### src/rtl/mux_nto1_pipe.sv
// mux_nto1_pipe
//   N-to-1 word selector feeding a two-entry skid buffer with valid/ready
//   handshakes on both sides. The select is resolved when a word is
//   accepted, so the buffer stores the chosen word and the select that
//   was actually used.
//
// Ports
//   clk        rising-edge clock
//   rst_n      asynchronous active-low reset
//   in_data    NUM_IN packed words; input i is in_data[i*WIDTH +: WIDTH]
//   sel        input select, sampled together with in_data
//   in_valid   upstream offers in_data/sel
//   in_ready   registered; high whenever the buffer is not full
//   out_data   oldest buffered word
//   out_sel    effective (clamped) select of that word
//   out_valid  buffer holds at least one word
//   out_ready  downstream accepts out_data this cycle
//   sel_err    sticky: an out-of-range select was accepted
//   clr_err    synchronous clear of sel_err (an error on the same edge wins)
//   xfer_cnt   wrapping count of completed output transfers
module mux_nto1_pipe #(
  parameter int WIDTH  = 32,
  parameter int NUM_IN = 3,
  parameter int SEL_W  = 2
) (
  input  logic                    clk,
  input  logic                    rst_n,
  input  logic [WIDTH*NUM_IN-1:0] in_data,
  input  logic [SEL_W-1:0]        sel,
  input  logic                    in_valid,
  output logic                    in_ready,
  output logic [WIDTH-1:0]        out_data,
  output logic [SEL_W-1:0]        out_sel,
  output logic                    out_valid,
  input  logic                    out_ready,
  output logic                    sel_err,
  input  logic                    clr_err,
  output logic [15:0]             xfer_cnt
);

  typedef enum logic [1:0] {
    EMPTY = 2'd0,
    ONE   = 2'd1,
    FULL  = 2'd2
  } state_e;

  localparam logic [SEL_W-1:0] LAST_SEL = SEL_W'(NUM_IN - 1);

  state_e              state_q, state_d;
  logic                in_ready_q, in_ready_d;
  logic [WIDTH-1:0]    head_data_q, head_data_d;
  logic [SEL_W-1:0]    head_sel_q, head_sel_d;
  logic [WIDTH-1:0]    tail_data_q, tail_data_d;
  logic [SEL_W-1:0]    tail_sel_q, tail_sel_d;
  logic                sel_err_q, sel_err_d;
  logic [15:0]         xfer_cnt_q, xfer_cnt_d;

  logic [WIDTH-1:0]    words [NUM_IN];
  logic                sel_oor;
  logic [SEL_W-1:0]    eff_sel;
  logic [WIDTH-1:0]    sel_word;
  logic                accept;
  logic                xfer;

  // Unpack the flat input bus into one word per input.
  genvar gi;
  generate
    for (gi = 0; gi < NUM_IN; gi++) begin : g_unpack
      assign words[gi] = in_data[gi*WIDTH +: WIDTH];
    end
  endgenerate

  // Out-of-range selects (possible when NUM_IN is not a power of two)
  // are clamped to the last input.
  assign sel_oor = (sel > LAST_SEL);
  assign eff_sel = sel_oor ? LAST_SEL : sel;

  always_comb begin
    sel_word = '0;
    for (int i = 0; i < NUM_IN; i++) begin
      if (eff_sel == SEL_W'(i)) begin
        sel_word = words[i];
      end
    end
  end

  assign out_valid = (state_q != EMPTY);
  assign accept    = in_valid && in_ready_q;
  assign xfer      = out_valid && out_ready;

  always_comb begin
    state_d     = state_q;
    head_data_d = head_data_q;
    head_sel_d  = head_sel_q;
    tail_data_d = tail_data_q;
    tail_sel_d  = tail_sel_q;

    unique case (state_q)
      EMPTY: begin
        if (accept) begin
          state_d     = ONE;
          head_data_d = sel_word;
          head_sel_d  = eff_sel;
        end
      end
      ONE: begin
        if (accept && xfer) begin
          // Head leaves and the new word replaces it: no bubble.
          head_data_d = sel_word;
          head_sel_d  = eff_sel;
        end else if (accept) begin
          state_d     = FULL;
          tail_data_d = sel_word;
          tail_sel_d  = eff_sel;
        end else if (xfer) begin
          state_d = EMPTY;
        end
      end
      FULL: begin
        // in_ready is low here, so only a transfer can happen.
        if (xfer) begin
          state_d     = ONE;
          head_data_d = tail_data_q;
          head_sel_d  = tail_sel_q;
        end
      end
      default: begin
        state_d = EMPTY;
      end
    endcase

    // Registered ready derived from the next state keeps out_ready off any
    // combinational path to in_ready.
    in_ready_d = (state_d != FULL);

    sel_err_d = sel_err_q;
    if (accept && sel_oor) begin
      sel_err_d = 1'b1;
    end else if (clr_err) begin
      sel_err_d = 1'b0;
    end

    xfer_cnt_d = xfer ? (xfer_cnt_q + 16'd1) : xfer_cnt_q;
  end

  always_ff @(posedge clk or negedge rst_n) begin
    if (!rst_n) begin
      state_q     <= EMPTY;
      in_ready_q  <= 1'b0;
      head_data_q <= '0;
      head_sel_q  <= '0;
      tail_data_q <= '0;
      tail_sel_q  <= '0;
      sel_err_q   <= 1'b0;
      xfer_cnt_q  <= '0;
    end else begin
      state_q     <= state_d;
      in_ready_q  <= in_ready_d;
      head_data_q <= head_data_d;
      head_sel_q  <= head_sel_d;
      tail_data_q <= tail_data_d;
      tail_sel_q  <= tail_sel_d;
      sel_err_q   <= sel_err_d;
      xfer_cnt_q  <= xfer_cnt_d;
    end
  end

  assign in_ready = in_ready_q;
  assign out_data = head_data_q;
  assign out_sel  = head_sel_q;
  assign sel_err  = sel_err_q;
  assign xfer_cnt = xfer_cnt_q;

endmodule

### config.mk
export PLATFORM = sky130hd
export DESIGN_NAME = mux_nto1_pipe
export DESIGN_NICKNAME = d
export VERILOG_FILES = /design/src/rtl/mux_nto1_pipe.sv
export SDC_FILE = /design/constraint.sdc
export NUM_CORES = 1
export LEC_CHECK = 0
export ABC_AREA = 0
export CORE_MARGIN = 1
export CORE_UTILIZATION = 45
export DETAILED_ROUTE_END_ITERATION = 12
export GPL_TIMING_DRIVEN = 0
export PLACE_DENSITY = 0.8
export SYNTH_ARGS = -nofsm -noshare
export SYNTH_HDL_FRONTEND = slang
export SYNTH_SLANG_ARGS = --single-unit
export TNS_END_PERCENT = 10
### constraint.sdc
create_clock -name clk -period 2 [get_ports clk]
set_input_delay 0.5 -clock clk [delete_from_list [all_inputs] [get_ports clk]]
set_output_delay 0.5 -clock clk [all_outputs]
set_load 0.05 [all_outputs]
---- Word level (Yosys, flattened, before mapping) ----
Index checks and enable logic that the tools add are counted.
storage, ports and cells
  flip-flop bits (word level) ............. 88
  bits of input ports ..................... 103
  output and inout port bits .............. 53
  word-level logic and storage cells ...... 50
operators by class
  add/sub/neg operators ................... 1
  magnitude comparators ................... 1
  eq/ne operators ......................... 8
  mux-type cells .......................... 20
  bitwise logic cells ..................... 1
  reduce and logical (&&, ||, !) cells .... 11
operators with widths
  operator                 number
  $mux W32                 6
  $pmux W32 S3             1
  $mux W2                  9
  $add A16 B1 Y16 const B  1
  $pmux W2 S3              2
  $ne A2 B2 Y1 const B     4
  $eq A2 B1 Y1 const B     2
  $eq A2 B2 Y1 const B     2
  $logic_and A1 B1 Y1      4
  $logic_not A2 Y1         2
  $reduce_and A4 Y1        1
  $reduce_bool A2 Y1       2
  $reduce_and A3 Y1        1
  $reduce_bool A3 Y1       1
  $gt A2 B2 Y1 const B     1
  $mux W1                  2
  $not A1 Y1               1

---- Depth between registers and ports, before layout ----
  word-level depth ........................ 8
  mapped depth ............................ 7

---- Worst setup path after synthesis ----
Ideal clock, no wire load.
  path kind ............................... register -> register
  start ................................... register in_ready_q, in the netlist in_ready
  end ..................................... register tail_data_q[19]
  data arrival time ....................... 1.730 ns
  data required time ...................... 1.872 ns
  setup slack ............................. 0.142 ns
  stages on the path, launching flop included .. 5
  clock period less this slack ............ 1.858 ns
  cells stage by stage .................... dfrtp_1 nand2_1 or3b_1 buf_2 mux2_1
on the way
  cells in the longest elaborated chain, start to end .. 4
RTL lines
  item                           line  text
  start, declared                50    logic in_ready_q, in_ready_d;
  start signal, assigned         158   in_ready_q <= in_ready_d;
  $logic_and A1 B1 Y1 *          88    assign accept = in_valid && in_ready_q;
  $logic_and A1 B1 Y1            107   if (accept && xfer) begin
  $not A1 Y1 (no line)           -
  $reduce_and A3 Y1 (no line) *  -
  end signal, assigned           161   tail_data_q <= tail_data_d;
  end, declared                  53    logic [WIDTH-1:0] tail_data_q, tail_data_d;
Mark *: on every way between the ends. The rest lies on a longest branch, timed or not.
A chain may end at the register's enable or synchronous reset.

---- Worst setup path after layout ----
  start ................................... register state_q[1]
  end ..................................... output out_valid
on the way
  cells in the longest elaborated chain, start to end .. 1
RTL lines
  item                    line  text
  start, declared         49    state_e state_q, state_d;
  start signal, assigned  157   state_q <= state_d;
  $reduce_bool A2 Y1      87    assign out_valid = (state_q != EMPTY);
  end, declared           34    output logic out_valid,
Every way passes these cells.

==> results.yml <==
power:
  sequentialPowerShare: 0.357
  power.switching_mw: 3.61
  p_leak_nw: 2.99
  intPower_mw: 4.68
  combPwrFrac: 0.464
  clockPowerShare: 0.179
  cellPowerDensity_mw_per_mm2: 1330
  p_total_mw: 8.30
  swShare: 0.436
  ir_worst_vdd_uv: 690
logic_synthesis:
  syn_inst: 423
  netlist_area_mm2: 0.00434
  synth_seq_cells: 88
  synth.distinct_cells: 33
  synth.area.top_cells: "dfrtp_1, mux2i_1, mux2_2, o21ai_0, nand2_1"
  ys_seq_area_frac: 0.508
  async_flop_share: 1.00
  yosysWarnings: 0
  synth_edf_count: 0
  synthFlopType: "dfrtp_1"
  avgSynthCellArea_um2: 10.3
  synth_top_cell_by_area: "dfrtp_1"
  synth_top_area_share: 0.508
  synth_fp_nets: 527
detailed_routing:
  drc: 0
  routedWlPerCell_um: 16.4
  viasPerCell: 5.18
  ant_nets: 0
  drtIter0Drc: 131
  num_vias: 3734
  drt-total-wl_um: 11900
  drt_pass1_iterations: 4
clocking:
  clock_latency_ns: 0.36
  cts.sinks: 88
  h-tree-depth: 3
  numCtsBuffers: 9
  cts_tree: "yes"
  post_cts_buffers: 0
  clk_pin_slew_ns: 0.08
  clockRootBuffer: "clkbuf_8"
  clk_path_buf_depth: 2
layout:
  antenna_cells: 0
  nets: 692
  mostFrequentLayoutCells: "clkdlybuf4s50_1, dfrtp_1, nand2_1"
  syn_to_final_growth_pct: 43.9
  multi_input_area_mm2: 0.00199
  regArea_mm2: 0.00220
  layout-drive-gt1-share: 0.120
  fillers: 775
  final_common_cell: "clkdlybuf4s50_1"
grt:
  met1_usage: 0.297
  grt_pass1_wl_um: 19300
  grtUsageTotal: 0.250
  grt_busiest_layer: "met2"
  overflow: 0
  use_met3: 0.0613
  grt_use_met2: 0.441
  grt_max_degree: 51
  grt_pass1_vias: 3938
  antenna_found_initial: 0
timing:
  fin_crit_ns: 1.96
  setup_viol: 0
  slew_headroom: 0.533
  fin_skew_ns: 0.00847
  rsz0062_at_grt: "true"
  fin_ws_ns: 0.0399
  hold_viol: 0
  worstMarginPinSlew_ns: 0.700
  report.final.slew_viol_count: 0
  fin_crit_sh: 0.980
  fmax_mhz: 510
worst_setup_path:
  worstPathMaxFanout: 10
  cp.required_ns: 1.50
  path_class: "reg -> out"
  end_kind: "output port"
  cp.arrival_ns: 1.46
  setup.worst_path.start_class: "flip-flop"
floorplanning:
  core_area_mm2: 0.00928
  initial_core_util: 0.467
  die-area_mm2: 0.0100
  num_rows: 35
  io_pins: 156
  die_width_um: 100
  die_h_um: 100
status:
  status: "completed"
placement:
  portBuffers: 153
  dp_hpwl_um: 8770
  preCtsSetupSlack_ns: -0.453
  gp_congestion: 0.764
hold_path:
  holdCritPathClass: "in -> async"
job:
  drv_cap: 0
==> final cells by class <==
cell class | count | area share
multi-input combinational | 302 | 0.319
buffer | 28 | 0.0221
clock buffer | 10 | 0.0221
tap | 129 | 0.0259
sequential | 88 | 0.353
timing repair buffer | 154 | 0.238
clock inverter | 5 | 0.0168
inverter | 5 | 0.00301
==> flip-flops by register name, summed over array words and instances (netlist names) <==
signal / count
in_ready: 1
out_data: 32
out_sel: 2
sel_err: 1
state_q: 2
tail_data_q: 32
tail_sel_q: 2
xfer_cnt: 16
==> metal layers <==
metal,vias up,share of wire
met5,-,0
met3,14,0.058
met1,1831,0.41
met4,0,0.013
li1,1786,-
met2,103,0.52
==> cell families (layout without fill, tap and decap cells) <==
group | after synthesis | in the layout | share of synthesized area
AND/OR/NAND/NOR | 114 | 114 | 0.114
AO/OA/AOI/OAI | 86 | 86 | 0.102
multiplexers | 86 | 86 | 0.208
XOR/XNOR | 15 | 15 | 0.0303
buffers and inverters | 33 | 202 | 0.0352
adder cells (fa/ha/maj) | 1 | 1 | 0.00288
flip-flops | 88 | 88 | 0.508
==> cell usage after synthesis, drive strengths merged, types with 2 or more instances <==
cell type / count
and3: 4
xnor2: 10
clkbuf: 11
inv: 5
dfrtp: 88
nor4: 2
nand4: 3
nand2: 62
a21oi: 25
buf: 17
nor3b: 2
nand3: 3
mux2i: 53
o21ai: 55
mux2: 33
xor2: 5
o22ai: 2
a211oi: 2
nor2: 29
nor3: 3
==> critical path, stage by stage, from the launching register on <==
cell and delay [ns]:
dfrtp_1 0.41, buf_2 0.18, or2_2 0.30, buf_2 0.21
==> power groups by stage <==
| stage | sequential [mW] | clock (mW) | combinational (mW) |
|---|---|---|---|
| 6_report | 2.96 | 1.48 | 3.85 |
| 5_1_grt | 3.07 | 1.57 | 4.10 |
| 4_1_cts | 2.96 | 1.50 | 3.88 |
| 3_5_place_dp | 3.01 | 0 | 4.16 |
| 3_3_place_gp | 2.95 | 0 | 4.05 |
| 2_1_floorplan | 4.38 | 0 | 1.23 |
==> worst paths after layout <==
kind	start	to	slack [ns]	depth (start not counted)
min reg2reg	tail_data_q[6]$_DFFE_PN0P_	tail_data_q[6]$_DFFE_PN0P_	0.49	2
max in group asynchronous	rst_n	tail_data_q[7]$_DFFE_PN0P_	1.28	2
max	state_q[1]$_DFF_PN0_	out_valid	0.04	3
min in group clk	tail_data_q[6]$_DFFE_PN0P_	tail_data_q[6]$_DFFE_PN0P_	0.49	2
min	rst_n	out_data[15]$_DFFE_PN0P_	0.11	1
max reg2reg	state_q[1]$_DFF_PN0_	out_data[17]$_DFFE_PN0P_	0.13	7
==> per-stage QoR <==
| step | cells | hold slack, ns | setup TNS [ns] | instance area (µm²) | util |
|---|---|---|---|---|---|
| finish | 721 | 0.105 | 0 | 6240 | 0.672 |
| global placement | 705 | 0.457 | -251.45 | 6030 | 0.649 |
| floorplan | 423 | 0.204 | 0 | 4340 | - |
| global route | 721 | 0.135 | -0.0769 | 6240 | 0.672 |
| CTS | 721 | 0.117 | -0.0840 | 6230 | 0.672 |
| detailed placement | 706 | 0.471 | -26.62 | 6050 | 0.652 |
==> what timing repair did <==
action / 4_1_cts / 5_1_grt
endpoints found under the setup margin: 78 / 13
hold buffers: 0 / 0
gates resized for setup: 57 / 6
No activity file was read; power rests on OpenSTA's default activity.
